==> src/rtl/spi_reg_slave.sv <==
// SPI mode-0 responder exposing a byte-wide register file; every SPI input is oversampled in io_systemClk.
// A frame is a command byte (bit7 = read, low bits = start address) followed by auto-incrementing data bytes, MSB first.
module spi_reg_slave #(
    parameter int NUM_REGS    = 16,
    parameter int ADDR_W      = 4,
    parameter int SYNC_STAGES = 2
) (
    input  logic                  io_systemClk,
    input  logic                  io_systemReset,
    input  logic                  spi_sclk,
    input  logic                  spi_ss,
    input  logic                  spi_mosi,
    output logic                  spi_miso,
    output logic                  spi_miso_oe,
    output logic [8*NUM_REGS-1:0] reg_q,
    output logic                  wr_valid,
    output logic [ADDR_W-1:0]     wr_addr,
    output logic [7:0]            wr_data,
    output logic                  busy
);

    typedef enum logic [1:0] {
        ST_IDLE = 2'd0,
        ST_CMD  = 2'd1,
        ST_DATA = 2'd2
    } state_e;

    logic [SYNC_STAGES-1:0] sclk_sync_q, sclk_sync_d;
    logic [SYNC_STAGES-1:0] ss_sync_q, ss_sync_d;
    logic [SYNC_STAGES-1:0] mosi_sync_q, mosi_sync_d;
    logic                   sclk_dly_q, sclk_dly_d;
    logic                   ss_dly_q, ss_dly_d;

    state_e                 state_q, state_d;
    logic [2:0]             bit_cnt_q, bit_cnt_d;
    logic [7:0]             shreg_rx_q, shreg_rx_d;
    logic [7:0]             shreg_tx_q, shreg_tx_d;
    logic                   rw_q, rw_d;
    logic [ADDR_W-1:0]      addr_q, addr_d;
    logic                   miso_q, miso_d;
    logic                   miso_oe_q, miso_oe_d;
    logic                   busy_q, busy_d;
    logic                   wr_valid_q, wr_valid_d;
    logic [ADDR_W-1:0]      wr_addr_q, wr_addr_d;
    logic [7:0]             wr_data_q, wr_data_d;
    logic [7:0]             regs_q [NUM_REGS];
    logic [7:0]             regs_d [NUM_REGS];

    logic                   sclk_s, ss_s, mosi_s;
    logic                   sclk_rise_s, sclk_fall_s, ss_fall_s;
    logic                   last_bit_s;
    logic [7:0]             rx_byte_s;
    logic [ADDR_W-1:0]      cmd_addr_s, addr_inc_s;

    // mosi is taken from the same depth as sclk so each sampled bit lines up with its detected edge
    assign sclk_s      = sclk_sync_q[SYNC_STAGES-1];
    assign ss_s        = ss_sync_q[SYNC_STAGES-1];
    assign mosi_s      = mosi_sync_q[SYNC_STAGES-1];
    assign sclk_rise_s = sclk_s & ~sclk_dly_q;
    assign sclk_fall_s = ~sclk_s & sclk_dly_q;
    assign ss_fall_s   = ~ss_s & ss_dly_q;
    assign last_bit_s  = (bit_cnt_q == 3'd7);
    assign rx_byte_s   = {shreg_rx_q[6:0], mosi_s};
    assign cmd_addr_s  = rx_byte_s[ADDR_W-1:0];
    assign addr_inc_s  = addr_q + ADDR_W'(1);

    assign spi_miso    = miso_q;
    assign spi_miso_oe = miso_oe_q;
    assign wr_valid    = wr_valid_q;
    assign wr_addr     = wr_addr_q;
    assign wr_data     = wr_data_q;
    assign busy        = busy_q;

    // Synchroniser chains and edge-detect delay flops
    always_comb begin
        sclk_sync_d = {sclk_sync_q[SYNC_STAGES-2:0], spi_sclk};
        ss_sync_d   = {ss_sync_q[SYNC_STAGES-2:0], spi_ss};
        mosi_sync_d = {mosi_sync_q[SYNC_STAGES-2:0], spi_mosi};
        sclk_dly_d  = sclk_s;
        ss_dly_d    = ss_s;
    end

    // Frame FSM: command decode, write commit, read shifter and abort handling
    always_comb begin
        state_d    = state_q;
        bit_cnt_d  = bit_cnt_q;
        shreg_rx_d = shreg_rx_q;
        shreg_tx_d = shreg_tx_q;
        rw_d       = rw_q;
        addr_d     = addr_q;
        miso_d     = miso_q;
        miso_oe_d  = miso_oe_q;
        busy_d     = busy_q;
        wr_valid_d = 1'b0;
        wr_addr_d  = wr_addr_q;
        wr_data_d  = wr_data_q;
        regs_d     = regs_q;

        case (state_q)
            ST_IDLE: begin
                if (ss_fall_s) begin
                    state_d    = ST_CMD;
                    bit_cnt_d  = 3'd0;
                    shreg_rx_d = 8'h00;
                    busy_d     = 1'b1;
                end else begin
                    busy_d     = 1'b0;
                end
            end

            ST_CMD: begin
                if (ss_s) begin
                    state_d   = ST_IDLE;
                    bit_cnt_d = 3'd0;
                    miso_d    = 1'b0;
                    miso_oe_d = 1'b0;
                    busy_d    = 1'b0;
                end else if (sclk_rise_s) begin
                    shreg_rx_d = rx_byte_s;
                    if (last_bit_s) begin
                        bit_cnt_d = 3'd0;
                        rw_d      = rx_byte_s[7];
                        addr_d    = cmd_addr_s;
                        state_d   = ST_DATA;
                        if (rx_byte_s[7]) begin
                            shreg_tx_d = regs_q[cmd_addr_s];
                            miso_d     = regs_q[cmd_addr_s][7];
                            miso_oe_d  = 1'b1;
                        end else begin
                            miso_oe_d  = 1'b0;
                        end
                    end else begin
                        bit_cnt_d = bit_cnt_q + 3'd1;
                    end
                end else begin
                    shreg_rx_d = shreg_rx_q;
                end
            end

            ST_DATA: begin
                // A byte completing on the same cycle ss rises is still committed
                if (sclk_rise_s && last_bit_s && !rw_q) begin
                    regs_d[addr_q] = rx_byte_s;
                    wr_valid_d     = 1'b1;
                    wr_addr_d      = addr_q;
                    wr_data_d      = rx_byte_s;
                end else begin
                    wr_valid_d     = 1'b0;
                end

                if (ss_s) begin
                    state_d   = ST_IDLE;
                    bit_cnt_d = 3'd0;
                    miso_d    = 1'b0;
                    miso_oe_d = 1'b0;
                    busy_d    = 1'b0;
                end else if (sclk_rise_s) begin
                    if (last_bit_s) begin
                        bit_cnt_d  = 3'd0;
                        addr_d     = addr_inc_s;
                        shreg_rx_d = 8'h00;
                        if (rw_q) begin
                            shreg_tx_d = regs_q[addr_inc_s];
                            miso_d     = regs_q[addr_inc_s][7];
                        end else begin
                            shreg_tx_d = shreg_tx_q;
                        end
                    end else begin
                        bit_cnt_d  = bit_cnt_q + 3'd1;
                        shreg_rx_d = rx_byte_s;
                    end
                end else if (sclk_fall_s && rw_q && (bit_cnt_q != 3'd0)) begin
                    // the fall right after a byte boundary must keep the freshly loaded MSB
                    shreg_tx_d = {shreg_tx_q[6:0], 1'b0};
                    miso_d     = shreg_tx_q[6];
                end else begin
                    shreg_tx_d = shreg_tx_q;
                end
            end

            default: begin
                state_d   = ST_IDLE;
                bit_cnt_d = 3'd0;
                miso_d    = 1'b0;
                miso_oe_d = 1'b0;
                busy_d    = 1'b0;
            end
        endcase
    end

    // Flatten the register file onto the reg_q bus
    always_comb begin
        reg_q = '0;
        for (int i = 0; i < NUM_REGS; i++) begin
            reg_q[8*i +: 8] = regs_q[i];
        end
    end

    // State register with synchronous active-high reset
    always_ff @(posedge io_systemClk) begin
        if (io_systemReset) begin
            sclk_sync_q <= '0;
            ss_sync_q   <= '0;
            mosi_sync_q <= '0;
            sclk_dly_q  <= 1'b0;
            ss_dly_q    <= 1'b0;
            state_q     <= ST_IDLE;
            bit_cnt_q   <= 3'd0;
            shreg_rx_q  <= 8'h00;
            shreg_tx_q  <= 8'h00;
            rw_q        <= 1'b0;
            addr_q      <= '0;
            miso_q      <= 1'b0;
            miso_oe_q   <= 1'b0;
            busy_q      <= 1'b0;
            wr_valid_q  <= 1'b0;
            wr_addr_q   <= '0;
            wr_data_q   <= 8'h00;
            for (int i = 0; i < NUM_REGS; i++) begin
                regs_q[i] <= 8'h00;
            end
        end else begin
            sclk_sync_q <= sclk_sync_d;
            ss_sync_q   <= ss_sync_d;
            mosi_sync_q <= mosi_sync_d;
            sclk_dly_q  <= sclk_dly_d;
            ss_dly_q    <= ss_dly_d;
            state_q     <= state_d;
            bit_cnt_q   <= bit_cnt_d;
            shreg_rx_q  <= shreg_rx_d;
            shreg_tx_q  <= shreg_tx_d;
            rw_q        <= rw_d;
            addr_q      <= addr_d;
            miso_q      <= miso_d;
            miso_oe_q   <= miso_oe_d;
            busy_q      <= busy_d;
            wr_valid_q  <= wr_valid_d;
            wr_addr_q   <= wr_addr_d;
            wr_data_q   <= wr_data_d;
            for (int i = 0; i < NUM_REGS; i++) begin
                regs_q[i] <= regs_d[i];
            end
        end
    end

endmodule

==> config.mk <==
export PLATFORM = sky130hd
export DESIGN_NAME = spi_reg_slave
export DESIGN_NICKNAME = d
export VERILOG_FILES = /design/src/rtl/spi_reg_slave.sv
export SDC_FILE = /design/constraint.sdc
export NUM_CORES = 1
export LEC_CHECK = 0
export CAP_MARGIN = 20
export CORE_MARGIN = 1
export CORE_UTILIZATION = 40
export CTS_CLUSTER_DIAMETER = 80
export DETAILED_ROUTE_END_ITERATION = 10
export SLEW_MARGIN = 20
export SYNTH_ARGS = -nofsm -noshare
export SYNTH_HDL_FRONTEND = slang
export SYNTH_SLANG_ARGS = --single-unit
==> constraint.sdc <==
create_clock -name io_systemClk -period 7.9 [get_ports io_systemClk]
set_input_delay 0.79 -clock io_systemClk [delete_from_list [all_inputs] [get_ports io_systemClk]]
set_output_delay 0.79 -clock io_systemClk [all_outputs]
set_load 0.005 [all_outputs]
==> results of run 1 <==
==> final cells by class <==
type | instances | share of cell area [%]
multi-input cells | 609 | 45.4
clock inverters | 13 | 1.33
repair buffers | 157 | 13.9
clock buffers | 19 | 4.07
inverters | 14 | 0.472
well taps | 280 | 3.15
flip-flops and latches | 176 | 31.7
==> worst max-delay path by stage <==
| stage | slack [ns] | depth (start not counted) | endpoint | from |
|---|---|---|---|---|
| 2_1_floorplan | 5.32 | 11 | shreg_tx_q[4] | addr_q[0] |
| 3_3_place_gp | 4.67 | 8 | shreg_tx_q[1] | addr_q[0] |
| 3_5_place_dp | 4.63 | 8 | shreg_tx_q[1] | addr_q[0] |
| 4_1_cts | 4.61 | 8 | shreg_tx_q[1] | addr_q[0] |
| 5_1_grt | 4.48 | 8 | shreg_tx_q[1] | addr_q[0] |
| 6_report | 4.65 | 8 | shreg_tx_q[1] | addr_q[0] |
==> power groups by stage <==
stage / logic [mW] / registers, mW / clock network [mW]
after detailed placement: 0.0406 / 0.914 / 0
final: 0.0406 / 0.893 / 0.867
after global placement: 0.0408 / 0.914 / 0
after global routing: 0.0442 / 0.893 / 0.924
after floorplan: 0.0307 / 0.913 / 0
after CTS: 0.0407 / 0.893 / 0.884
==> critical path, delay by kind of cell (launching register included) <==
kind / cells / cell delay (ns)
AOI/OAI and AO/OA: 2 / 0.41
buffers and inverters: 3 / 1.16
muxes: 2 / 0.89
DFF: 1 / 0.31
adders and majority gates: 1 / 0.32
==> per-stage QoR <==
step	setup slack (ns)	power, mW	hold slack (ns)	instance area [um^2]	util [%]
6_report	4.65	1.80	0.443	11100	50.9
4_1_cts	4.61	1.82	0.446	11100	50.9
3_5_place_dp	4.63	0.954	0.429	10500	48.1
5_1_grt	4.48	1.86	0.463	11100	50.9
3_3_place_gp	4.67	0.955	0.443	10500	48.1
2_1_floorplan	5.32	0.943	0.414	8970	-
==> cells by family (layout without fill, tap and decap cells) <==
kind of cell	after synthesis	in the layout
multiplexers	219	219
AND/OR/NAND/NOR	285	285
flip-flops	176	176
AO/OA/AOI/OAI	92	92
adder cells (fa/ha/maj)	11	11
XOR/XNOR	2	2
buffers and inverters	89	203
==> routing by layer <==
metal	part of all wire, %	vias up
li1	-	3360
met1	45	3676
met2	46	288
met3	6.4	45
met4	2.5	0
met5	0	-
==> synthesized netlist by cell type (all sizes together) (11+ instances only) <==
cell	count	area share, %
nor2b	14	0.98
nor3	14	0.78
mux4	57	15
buf	31	2.0
clkbuf	44	1.8
nand3	28	2.0
mux2i	135	15
a21oi	44	2.5
nand2	48	2.0
nor2	150	6.3
ha	11	1.5
dfxtp	176	39
inv	14	0.59
mux2	27	3.4
==> sequential cells by signal, indices dropped and copies added, names as in the netlist <==
name / count
wr_addr: 4
addr_q: 4
rw_q: 1
bit_cnt_q: 3
shreg_tx_q: 7
state_q: 2
sclk_dly_q: 1
spi_miso: 1
wr_data: 8
sclk_sync_q: 2
ss_sync_q: 2
ss_dly_q: 1
mosi_sync_q: 2
shreg_rx_q: 7
spi_miso_oe: 1
busy: 1
reg_q: 128
wr_valid: 1
==> placed cells by master (no fill, tap or decap), types with 3 or more instances in the layout <==
cell type and count:
clkdlybuf4s50_1 147, mux4_2 44, mux2_2 27, nand3_1 21, a21oi_1 44, o21ai_0 8
a22oi_1 6, inv_6 6, ha_1 11, inv_1 14, a31oi_1 4, a311oi_1 7
nor2b_1 14, or3_1 3, a211oi_1 5, nand4_2 4, nand2_1 48, dfxtp_2 3
dfxtp_1 173, nor3_1 13, mux4_1 13, nand3_2 7, clkbuf_16 17, nand4_1 5
nand2b_1 8, nor2_1 150, mux2i_1 135, buf_4 10, a32oi_1 5
==> flow_summary.json, run 1 <==
{
  "synth_compound_area_share_pct": 6.54,
  "post_synthesis_xor_xnor_area_fraction_pct": 0.279,
  "slew_headroom_pct": 27.1,
  "timing.rr.end": "shreg_tx_q[1]",
  "cp_max_fo": 39,
  "status": "completed",
  "via_per_inst": 5.81,
  "timing.reg2reg.setup_slack_ns": 4.65,
  "synth_warnings": 0,
  "antenna_violating_nets_post_route": 0,
  "grt_start_max_net_pins": 69,
  "ioPinCount": 149,
  "required_time_at_the_worst_slack_endpoint_ns": 8.18,
  "placed_cells_incl_taps": 1236,
  "drtPass1Iterations": 6,
  "nets": 991,
  "internal_power_mw": 1.39,
  "critPathKind": "reg -> reg",
  "groute.layer.met3.usage_pct": 5.75,
  "muxShareOfSynthArea_pct": 33.3,
  "cts_repair_resize_count": 0,
  "track_usage_pct": 24.7,
  "slew_violations": 0,
  "cts_setup_buffers": 0,
  "powerDensity_nw_per_um2": 162,
  "synth_cells": 874,
  "dieHeight_um": 152,
  "asyncSetResetFlopFracSynth_pct": 0,
  "antenna_found_initial": 0,
  "tritoncts": "done",
  "detail_route.iter0.violations": 520,
  "syn_area_um2": 8970,
  "cpMostUsedCell": "buf_4",
  "die_x_um": 152,
  "syn-num-nets": 890,
  "setup_total_negative_slack_ns": 0,
  "max-vdd-ir-drop_uv": 137,
  "global_route_wire_length_before_repair_um": 42300,
  "antenna_cells": 0,
  "buffer_ports.inserted": 148,
  "drc": 0,
  "grt_remaining_overflow": 0,
  "cts-buffers-inserted": 17,
  "synth.yosys.seq_area_share_pct": 39.3,
  "post_synth_fa_ha_maj_area_fraction_pct": 1.53,
  "clk_path_buf_depth": 2,
  "cts_root_buf": "clkbuf_16",
  "share_of_final_layout_standard_cells_stronger_than_drive_strength_1_pct": 13.5,
  "synth_simple_gate_area_share_pct": 14.6,
  "power.share.combinational_pct": 2.3,
  "initial_utilization_pct": 41.0,
  "synth-edff-count": 0,
  "clk_latency_ns": 0.43,
  "max_cap_violations": 0,
  "yosysUniqueCellTypes": 51,
  "grt_most_used_layer": "met2",
  "power.share.switching_pct": 22.8,
  "routedWlPerCell_um": 22.0,
  "synth_top_family_by_area": "multiplexers",
  "grt_setup_unrepaired": "false",
  "synth_area_per_cell_um2": 10.3,
  "gp_congestion": 0.938,
  "max_clock_freq_ghz": 0.308,
  "seq_power_share_pct": 49.6,
  "htree_levels": 4,
  "filler_cell_count": 2037,
  "use_met2_pct": 38.5,
  "hold_path.startpoint": "ss_sync_q[0]",
  "layoutNonFillerInstCount": 1268,
  "groute.layer.met1.usage_pct": 33.6,
  "postSynthRegisterBits": 176,
  "p_sw_uw": 410,
  "fp.dieArea_um2": 23000,
  "slowest_stage": "mux4_2",
  "worst-endpoint-arrival_ns": 3.53,
  "rr_startpoint": "addr_q[0]",
  "clock_sinks": 176,
  "final.min_clock_period_ns": 3.25,
  "final_wirelength_um": 28000,
  "area_added_between_synthesis_and_finish_pct": 24.1,
  "fp-row-count": 54,
  "cp_slowest_stage_delay_ns": 0.61,
  "cp-start-kind": "flop",
  "postSynth.topFlopCell": "dfxtp_1",
  "timing_hold_violations_final": 0,
  "worstHoldPathCells": 1,
  "power.share.clock_pct": 48.1,
  "min_period_over_period_pct": 41.2,
  "multi_input_comb_area_um2": 5050,
  "clk_pin_slew_worst_paths_ns": 0.06,
  "area.sequential_um2": 3530,
  "dr_total_vias": 7369,
  "final.setup_skew_ns": 0.0107,
  "timing.critical_path.to_type": "flop",
  "first_global_vias": 6970,
  "worst_min_path_class": "reg -> reg",
  "hpwl_um": 19000,
  "cts-hold-fix-buffers": 0,
  "r2r.worst_path.cells": 8,
  "min_delay_worst_endpoint": "ss_sync_q[1]",
  "static-leakage-power_nw": 4.79,
  "final-setup-viol-count": 0,
  "design.core.area_um2": 21900,
  "crit_chain": "buf_4 > inv_1 > ha_1 > buf_4 > mux4_2 > mux2_2 > a221oi_1 > a311oi_1",
  "worst-slew-pin-transition_ns": 1.09
}
Power figures use the tool's default switching activity.
==> inputs of run 2 (changes only) <==
- clock period: 7.9 -> 3.2 ns (I/O delays scaled with it)
==> run 2 against run 1 <==
Fmax is 25% higher; critical path depth stayed put; combinational power grew to 2.5 times the previous value; hold slack worse by 0.097 ns; sequential power is 150% higher; clock skew is 0.0036 ns higher; non-clock buffer count is 15 higher; via count is 0.79% lower; cell area is 1.2% higher; largest cell class unchanged.
==> flow_summary.json, run 2 (synthesis results as in run 1) <==
{
  "final-setup-viol-count": 0,
  "cp-startpoint": "bit_cnt_q[0]",
  "slowest_stage": "nand4_2",
  "dp_worst_setup_slack_ns": 0.679,
  "dieHeight_um": 152,
  "critPathTopFamily": "simple AND/OR/NAND/NOR gates",
  "first_global_vias": 6921,
  "critPathKind": "reg -> reg",
  "clock_sinks": 176,
  "buffer_ports.inserted": 148,
  "design.core.area_um2": 21900,
  "cts_repair_resize_count": 0,
  "drtPass1Iterations": 5,
  "fp.dieArea_um2": 23000,
  "final.setup_skew_ns": 0.0143,
  "grt_start_max_net_pins": 68,
  "required_time_at_the_worst_slack_endpoint_ns": 3.50,
  "min_period_over_period_pct": 81.0,
  "slew_headroom_pct": 38.1,
  "critical_path.n_buffers_inverters": 1,
  "worst_min_path_class": "in -> reg",
  "min_delay_worst_endpoint": "reg_q[79]",
  "cp-start-kind": "flop",
  "grt_setup_unrepaired": "false",
  "clk_pin_slew_worst_paths_ns": 0.07,
  "antenna_found_initial": 0,
  "most-common-layout-cells": "dfxtp_1 (173), nor2_1 (150), clkdlybuf4s50_1 (147), mux2i_1 (135), nand2_1 (48)",
  "filler_cell_count": 2066,
  "nets": 1006,
  "timing.critical_path.to_type": "flop",
  "final_common_cell": "dfxtp_1",
  "cts-buffers-inserted": 17,
  "cts_root_buf": "clkbuf_16",
  "routedWlPerCell_um": 21.9,
  "timing.rr.end": "reg_q[112]",
  "hpwl_um": 19700,
  "cts_setup_buffers": 0,
  "drc": 0,
  "max_cap_violations": 0,
  "fp-row-count": 54,
  "grt_remaining_overflow": 0,
  "fin_ws_ns": 0.608,
  "final_wirelength_um": 28200,
  "max_clock_freq_ghz": 0.386,
  "slew_violations": 0,
  "tritoncts": "done",
  "timing_hold_violations_final": 0,
  "largest_register_ff_count": 128,
  "cp_slowest_stage_delay_ns": 0.51,
  "ioPinCount": 149,
  "dr_total_vias": 7311,
  "initial_utilization_pct": 41.0,
  "antenna_cells": 0,
  "static-leakage-power_nw": 4.86,
  "worst-endpoint-arrival_ns": 2.89,
  "powerDensity_nw_per_um2": 388,
  "hold_path.startpoint": "io_systemReset",
  "cts-hold-fix-buffers": 0,
  "r2r.worst_path.cells": 8,
  "share_of_final_layout_standard_cells_stronger_than_drive_strength_1_pct": 14.8,
  "crit_chain": "ha_1 > ha_1 > nand3b_1 > nor3_2 > buf_4 > nand4_2 > mux2i_1 > nor2_1",
  "via_per_inst": 5.70,
  "worst-slew-pin-transition_ns": 0.928,
  "track_usage_pct": 25.2,
  "status": "completed",
  "rr_startpoint": "bit_cnt_q[0]",
  "setup_total_negative_slack_ns": 0,
  "antenna_violating_nets_post_route": 0,
  "htree_levels": 4,
  "die_x_um": 152,
  "gp_congestion": 0.884,
  "worstHoldPathCells": 2,
  "area_added_between_synthesis_and_finish_pct": 25.6,
  "cpMostUsedCell": "ha_1",
  "timing.reg2reg.setup_slack_ns": 0.61,
  "clk_latency_ns": 0.44,
  "global_route_wire_length_before_repair_um": 43000,
  "clk_path_buf_depth": 2,
  "detail_route.iter0.violations": 619,
  "max-vdd-ir-drop_uv": 324,
  "cp_max_fo": 28,
  "final.min_clock_period_ns": 2.59
}
## run 2: cell count changes in the layout (fill, tap and decap cells not counted)
cell / change
buf_4: +11
buf_12: +4
inv_8: +5
bufinv_16: -2
clkinv_4: +1
clkinv_8: +1
clkinv_2: -1
inv_6: -3
clkbuf_8: -2
clkinvlp_4: +1
## run 2: final cells by class
type	instances	area (um^2)	area share [%]
Multi-Input combinational cell	609	5050	44.9
Clock buffer	17	425	3.78
Clock inverter	15	145	1.29
Inverter	14	52.6	0.467
Tap cell	280	350	3.11
Sequential cell	176	3530	31.3
Timing Repair Buffer	172	1710	15.2
## run 2: per-layer routing
metal	GRT usage, %	wire length (um)
met1	34.9	12500
met2	39.5	13200
met3	5.27	1860
met4	6.78	583
met5	0	0
## run 2: how the worst max path moves through the flow
stage                     to  cells past startpoint
2_1_floorplan  shreg_tx_q[4]                     11
5_1_grt           reg_q[112]                      8
4_1_cts           reg_q[112]                      8
3_3_place_gp   shreg_tx_q[1]                      7
6_report          reg_q[112]                      8
3_5_place_dp   shreg_tx_q[1]                      7
## run 2: power breakdown
group	internal [mW]	switching, mW	leakage [nW]
Clock	1.04	1.02	0.277
Combinational	0.0330	0.0701	3.17
Sequential	2.20	0.0108	1.42
## run 2: through the flow
step | hold slack [ns] | util, % | cells | power, mW | cell area [um^2]
finish | 0.346 | 51.5 | 1283 | 4.37 | 11300
global route | 0.372 | 51.5 | 1283 | 4.51 | 11300
CTS | 0.358 | 51.5 | 1283 | 4.41 | 11300
detailed placement | 0.429 | 48.9 | 1251 | 2.36 | 10700
global placement | 0.420 | 48.9 | 1251 | 2.36 | 10700
floorplan | 0.414 | - | 874 | 2.33 | 8970
